File: src/rtl/clk_mode_sequencer.sv
// Four-mode display sequencer: button-driven mode FSM, prescaled step strobes at
// 1/2 or 1/3 of the tick rate, a 3-bit LFSR advanced by those strobes, and LED select.
module clk_mode_sequencer #(
    parameter int         PRESCALE  = 12_500_000,
    parameter int         PS_W      = 24,
    parameter logic [2:0] LFSR_SEED = 3'b001
) (
    input  logic       clock_in,
    input  logic       reset,
    input  logic       advance,
    input  logic       home,
    output logic [1:0] mode,
    output logic       step,
    output logic [2:0] led
);

    typedef enum logic [1:0] {
        ST_INIT   = 2'b00,
        ST_ALL_ON = 2'b01,
        ST_DIV2   = 2'b10,
        ST_DIV3   = 2'b11
    } state_t;

    localparam logic [PS_W-1:0] PS_LAST = PS_W'(PRESCALE - 1);

    function automatic logic [2:0] lfsr_advance(input logic [2:0] value);
        return {value[1:0], value[2] ^ value[1]};
    endfunction

    state_t            state_r;
    state_t            state_next_s;
    logic              adv_q_r;
    logic              adv_rise_s;
    logic              change_s;
    logic              running_s;
    logic              tick_s;
    logic              step_due_s;
    logic [1:0]        div_last_s;
    logic [PS_W-1:0]   ps_cnt_r;
    logic [PS_W-1:0]   ps_next_s;
    logic [1:0]        div_cnt_r;
    logic [1:0]        div_next_s;
    logic [2:0]        lfsr_r;
    logic [2:0]        lfsr_next_s;
    logic [2:0]        led_next_s;
    logic              step_r;
    logic [2:0]        led_r;

    assign adv_rise_s = advance & ~adv_q_r;
    assign change_s   = home | adv_rise_s;
    assign running_s  = (state_r == ST_DIV2) || (state_r == ST_DIV3);
    assign div_last_s = (state_r == ST_DIV2) ? 2'd1 : 2'd2;

    // Mode transitions; home outranks a button edge.
    always_comb begin
        state_next_s = state_r;
        if (home) begin
            state_next_s = ST_INIT;
        end else if (adv_rise_s) begin
            case (state_r)
                ST_INIT:   state_next_s = ST_ALL_ON;
                ST_ALL_ON: state_next_s = ST_DIV2;
                ST_DIV2:   state_next_s = ST_DIV3;
                ST_DIV3:   state_next_s = ST_DIV2;
                default:   state_next_s = ST_INIT;
            endcase
        end else begin
            state_next_s = state_r;
        end
    end

    // Prescaler and divider; a mode change restarts both and swallows a due step.
    always_comb begin
        ps_next_s  = {PS_W{1'b0}};
        div_next_s = 2'd0;
        tick_s     = 1'b0;
        step_due_s = 1'b0;
        if (change_s || !running_s) begin
            ps_next_s  = {PS_W{1'b0}};
            div_next_s = 2'd0;
        end else begin
            tick_s = (ps_cnt_r == PS_LAST);
            if (tick_s) begin
                ps_next_s = {PS_W{1'b0}};
                if (div_cnt_r == div_last_s) begin
                    div_next_s = 2'd0;
                    step_due_s = 1'b1;
                end else begin
                    div_next_s = div_cnt_r + 2'd1;
                end
            end else begin
                ps_next_s  = ps_cnt_r + PS_W'(1);
                div_next_s = div_cnt_r;
            end
        end
    end

    // LFSR steps on the visible strobe; LED follows the upcoming mode and LFSR value.
    always_comb begin
        lfsr_next_s = lfsr_r;
        led_next_s  = 3'b000;
        if ((state_r == ST_INIT) || (state_next_s == ST_INIT)) begin
            lfsr_next_s = LFSR_SEED;
        end else if (step_r) begin
            lfsr_next_s = lfsr_advance(lfsr_r);
        end else begin
            lfsr_next_s = lfsr_r;
        end
        case (state_next_s)
            ST_INIT:   led_next_s = 3'b000;
            ST_ALL_ON: led_next_s = 3'b111;
            ST_DIV2:   led_next_s = lfsr_next_s;
            ST_DIV3:   led_next_s = lfsr_next_s;
            default:   led_next_s = 3'b000;
        endcase
    end

    // State, counters, LFSR and registered outputs.
    always_ff @(posedge clock_in or negedge reset) begin
        if (!reset) begin
            state_r   <= ST_INIT;
            adv_q_r   <= 1'b0;
            ps_cnt_r  <= {PS_W{1'b0}};
            div_cnt_r <= 2'd0;
            lfsr_r    <= LFSR_SEED;
            step_r    <= 1'b0;
            led_r     <= 3'b000;
        end else begin
            state_r   <= state_next_s;
            adv_q_r   <= advance;
            ps_cnt_r  <= ps_next_s;
            div_cnt_r <= div_next_s;
            lfsr_r    <= lfsr_next_s;
            step_r    <= step_due_s;
            led_r     <= led_next_s;
        end
    end

    assign mode = state_r;
    assign step = step_r;
    assign led  = led_r;

endmodule

File: config.mk
export PLATFORM = sky130hd
export DESIGN_NAME = clk_mode_sequencer
export DESIGN_NICKNAME = d
export VERILOG_FILES = /design/src/rtl/clk_mode_sequencer.sv
export SDC_FILE = /design/constraint.sdc
export NUM_CORES = 1
export LEC_CHECK = 0
export BUFFER_PORTS_ARGS = -buffer_cell sky130_fd_sc_hd__buf_4
export CAP_MARGIN = 10
export CORE_MARGIN = 5
export CORE_UTILIZATION = 54
export DETAILED_ROUTE_END_ITERATION = 7
export PLACE_DENSITY = 0.75
export SLEW_MARGIN = 40
export SYNTH_ARGS = -nofsm -noshare
export SYNTH_HDL_FRONTEND = slang
export SYNTH_SLANG_ARGS = --single-unit
File: constraint.sdc
create_clock -name clock_in -period 2.1 [get_ports clock_in]
set_clock_uncertainty 0.05 [all_clocks]
set_input_delay 0.105 -clock clock_in [delete_from_list [all_inputs] [get_ports clock_in]]
set_output_delay 0.105 -clock clock_in [all_outputs]
set_load 0.005 [all_outputs]
After elaboration in Yosys (flattened, before gate mapping)
Cells that the tools add are included.
- flip-flop bits (word level): 36
- output and inout bits: 6
- input bits: 4
- bitwise operators: 4
- reductions and logical operators: 9
- eq/ne operators: 8
- multiplexer cells: 15
- add/subtract/negate cells: 2
- operators with widths (operator ; count):
    $mux 24 ; 2
    $add 24x1->24 const B ; 1
    $eq 24x24->1 const B ; 1
    $mux 2 ; 6
    $pmux 3 s3 ; 1
    $eq 2x2->1 const B ; 4
    $mux 3 ; 2
    $pmux 2 s3 ; 1
    $eq 2x1->1 const B ; 2
    $logic_not 2->1 ; 2
    $reduce_or 2->1 ; 2
    $logic_or 1x1->1 ; 3
    $mux 1 ; 3
    $add 2x1->2 const B ; 1
    $eq 2x2->1 ; 1
    $reduce_bool 2->1 ; 1
    $and 1x1->1 ; 1
    $logic_not 1->1 ; 1
    $not 1->1 ; 1
    $or 1x1->1 ; 1
    $xor 1x1->1 ; 1

Depth between registers and ports, before layout
- depth after elaboration: 9
- mapped depth: 6
- mapped depth without buffers: 5

Least setup slack after synthesis
No wires, ideal clock.
- path type: register to register
- from: register ps_cnt_r[0]
- to: register div_cnt_r[1]
- arrival: 1850 ps
- cell stages (with the launch flop): 6
- path buffers: 0
- path slack: 82 ps
- required time: 1932 ps
- cell sequence: dfrtp_1 ha_1 nand4_2 or4_4 o311a_1 a21o_1
- cells in the longest elaborated chain, start to end: 2
- RTL lines (item ; RTL line ; RTL):
    start: declaration ; 39 ; logic [PS_W-1:0] ps_cnt_r;
    start signal: assignment ; 123 ; ps_cnt_r <= {PS_W{1'b0}};
    start signal: assignment ; 131 ; ps_cnt_r <= ps_next_s;
    $eq 24x24->1 ; 82 ; tick_s = (ps_cnt_r == PS_LAST);
    $reduce_bool 2->1 (no source line) ; - ;
    end signal: assignment ; 132 ; div_cnt_r <= div_next_s;
    end: declaration ; 41 ; logic [1:0] div_cnt_r;
No other way between the ends.
A chain may end at the register's enable or synchronous reset.

Worst setup path after layout
Same ends and word-level chain as after synthesis.

==> metrics.csv <==
stage,metric,value,unit
synth,ys.flop_type,dfrtp_1,
placed_design,placed_cells,235,
global_routing,first_global_vias,1380,
die,die_x,68.4,microns
worst_setup_path,r2r_cells,5,
sta,setup_violations,0,
die,pin_count,10,
worst_setup_path,worst-endpoint-required,2290,ps
clocking,postCtsSetupRepairBufs,0,
routing,drtIter0Drc,90,
power,leakagePower,0.793,nW
synth,ys_seq_area_frac,0.490,
die,die_area,4670,sq um
synth,syn-cell-area,1840,sq um
synth,yosysTopAreaCell,dfrtp_1,
finish,syn2layout_area_growth,12.6,%
finish,multiInputGateArea,880,sq um
sta,fmax,0.492,GHz
synth,yosys-top-cells-count,"35 x dfrtp_1, 23 x nor2_1, 11 x xnor2_1, 10 x nand2_1, 9 x nor3_1",
clocking,insertion_delay,350,ps
clocking,cts-buffers-inserted,5,
power,p_comb_frac,0.049,
worst_setup_path,r2r_setup_slack,70,ps
synth,synth_most_common_cell,dfrtp_1,
power,p_int,924,uW
global_routing,gr-usage-all-layers,0.187,
clocking,cts-root-buf,clkbuf_4,
worst_setup_path,path_max_fanout,4,
synth,synth_nets,188,
synth,ys_ff_latch,36,
worst_setup_path,critical_path_class,flop to flop,
sta,hold_viol,0,
sta,min_period_over_period,0.968,
sta,worstMarginPinSlew,591,ps
synth,synth_top_area_share,0.476,
routing,drtPass1Iterations,4,
die,die_h,68.4,microns
worst_setup_path,end_kind,flop,
sta,fin_setup_tns,0,ps
finish,post-route-util,0.625,
placed_design,gp_congestion,0.833,
global_routing,grt_antenna_before_repair,0,
die,initial_core_util,0.556,
routing,drc,0,
synth,yosysWarnings,0,
global_routing,grt_max_degree,37,
die,placementRows,21,
status,status,"complete, no violations",
power,ir_drop,0.404,mV
routing,viasPerCell,5.87,
placed_design,io_buffers,9,
finish,drive_gt1_frac,0.155,
sta,slew_headroom,0.604,
finish,fin_nets,204,
hold_path,hp-class,input pin to asynchronous set/reset pin,
power,power_density,568,nW/um^2
sta,whs,196,ps
clocking,clockBufferDepth,2,
clocking,cts_sinks,36,
sta,rsz0062_at_grt,no,
power,pwr-share-clk,0.349,
finish,nFillCells,285,
finish,antennaDiodeCount,0,
placed_design,place_hpwl,2.55,mm
flow_run,cap_violations,0,
finish,seq_area,902,sq um
synth,syn_inst,183,
power,switching_share,0.214,
worst_setup_path,start_kind,flop,
routing,drt-total-wl,3.63,mm
synth,syn_avg_cell_area,10.1,sq um
sta,period_needed,2030,ps
sta,maxSlewViolCount,0,
synth,synthDistinctLibCells,43,
routing,antenna_left,0,
routing,wl_per_cell,14.8,microns
synth,synth_edf_count,0,
global_routing,overflow,0,
routing,via_count,1443,
power,pwr-share-seq,0.601,
global_routing,grt_first_pass_wirelength,6.36,mm
synth,synth_async_sr_flop_share,1.00,
worst_setup_path,crit_arrival,2220,ps
die,core,3310,sq um
finish,final_cells,246,
clocking,htreeDepth,2,
clocking,clk_pin_slew,110,ps
clocking,cts_tree,done,
power,switching_power,252,uW
synth,synthTopCellsByArea,"dfrtp_1 48%, xnor2_1 5.2%, nor2_1 4.7%",
metrics by stage:
step	cell area, sq um	total power, mW	setup WS (ps)
finish	2070	1.18	67.4
global route	2070	1.23	3.30
CTS	2060	1.19	48.0
detailed placement	1970	0.775	64.9
global placement	1970	0.773	151
floorplan	1840	0.741	82.2
cell type report:
cell class | instances | area share
clock buffers | 8 | 0.0332
flip-flops and latches | 36 | 0.436
inverters | 4 | 0.00725
repair buffers | 17 | 0.0713
multi-input cells | 135 | 0.425
well taps | 46 | 0.0278
worst paths after layout:
kind | startpoint | to
worst max register to register | ps_cnt_r[0] | div_cnt_r[1]
min in group clock_in | advance | adv_q_r
worst min register to register | ps_cnt_r[0] | ps_cnt_r[0]
max in group asynchronous | reset | lfsr_r[0]
worst min-delay path | reset | ps_cnt_r[18]
worst max-delay path | ps_cnt_r[0] | div_cnt_r[1]
layer usage:
metal / vias up / part of all wire / track usage
met1: 698 / 0.41 / 0.221
li1: 690 / - / -
met3: 6 / 0.056 / 0.0394
met2: 49 / 0.52 / 0.315
met4: 0 / 0.016 / 0.104
met5: - / 0 / 0
cell usage in the layout (no fill, tap or decap), types with 4 or more instances in the layout:
cell type / n
dfrtp_1: 35
nor2_1: 23
buf_4: 13
xnor2_1: 11
nand2_1: 10
nor3_1: 9
a21oi_1: 7
nand4_1: 7
mux2i_1: 6
nor4_1: 6
nand3_1: 6
o21ai_0: 5
clkbuf_4: 5
inv_1: 4
or3_1: 4
o31ai_1: 4
or4_1: 4
xor2_1: 4
flip-flops by register name, summed over array words and instances, names as in the netlist:
name,flops
adv_q_r,1
lfsr_r,3
ps_cnt_r,24
div_cnt_r,2
mode,2
led,3
step,1
power groups by stage:
stage          Sequential, mW  Clock, mW  Combinational [mW]
6_report                0.707      0.411              0.0580
5_1_grt                 0.708      0.460              0.0656
4_1_cts                 0.707      0.427              0.0590
3_5_place_dp            0.720          0              0.0545
3_3_place_gp            0.719          0              0.0531
2_1_floorplan           0.721          0              0.0207
kinds of logic (layout without fill, tap and decap cells):
logic type               after synthesis  after routing  synth area share
XOR/XNOR                              15             15            0.0714
flip-flops                            36             36             0.490
AO/OA/AOI/OAI                         24             24            0.0803
multiplexers                           6              6            0.0327
adder cells (fa/ha/maj)                1              1           0.00680
buffers and inverters                 12             29            0.0347
AND/OR/NAND/NOR                       89             89             0.284
critical path, cell delays in order, from the launching register on:
cell     delay [ps]
dfrtp_1         400
ha_2            240
nand4_2         130
or4_4           590
o311a_1         360
a21o_1          160
repair_timing:
| item | CTS | global route |
|---|---|---|
| endpoints found under the setup margin | 0 | 23 |
| resized for setup | 0 | 2 |
| hold endpoints to repair | 42 | 0 |
| hold buffers | 3 | 0 |
No activity file was read; power rests on OpenSTA's default activity.
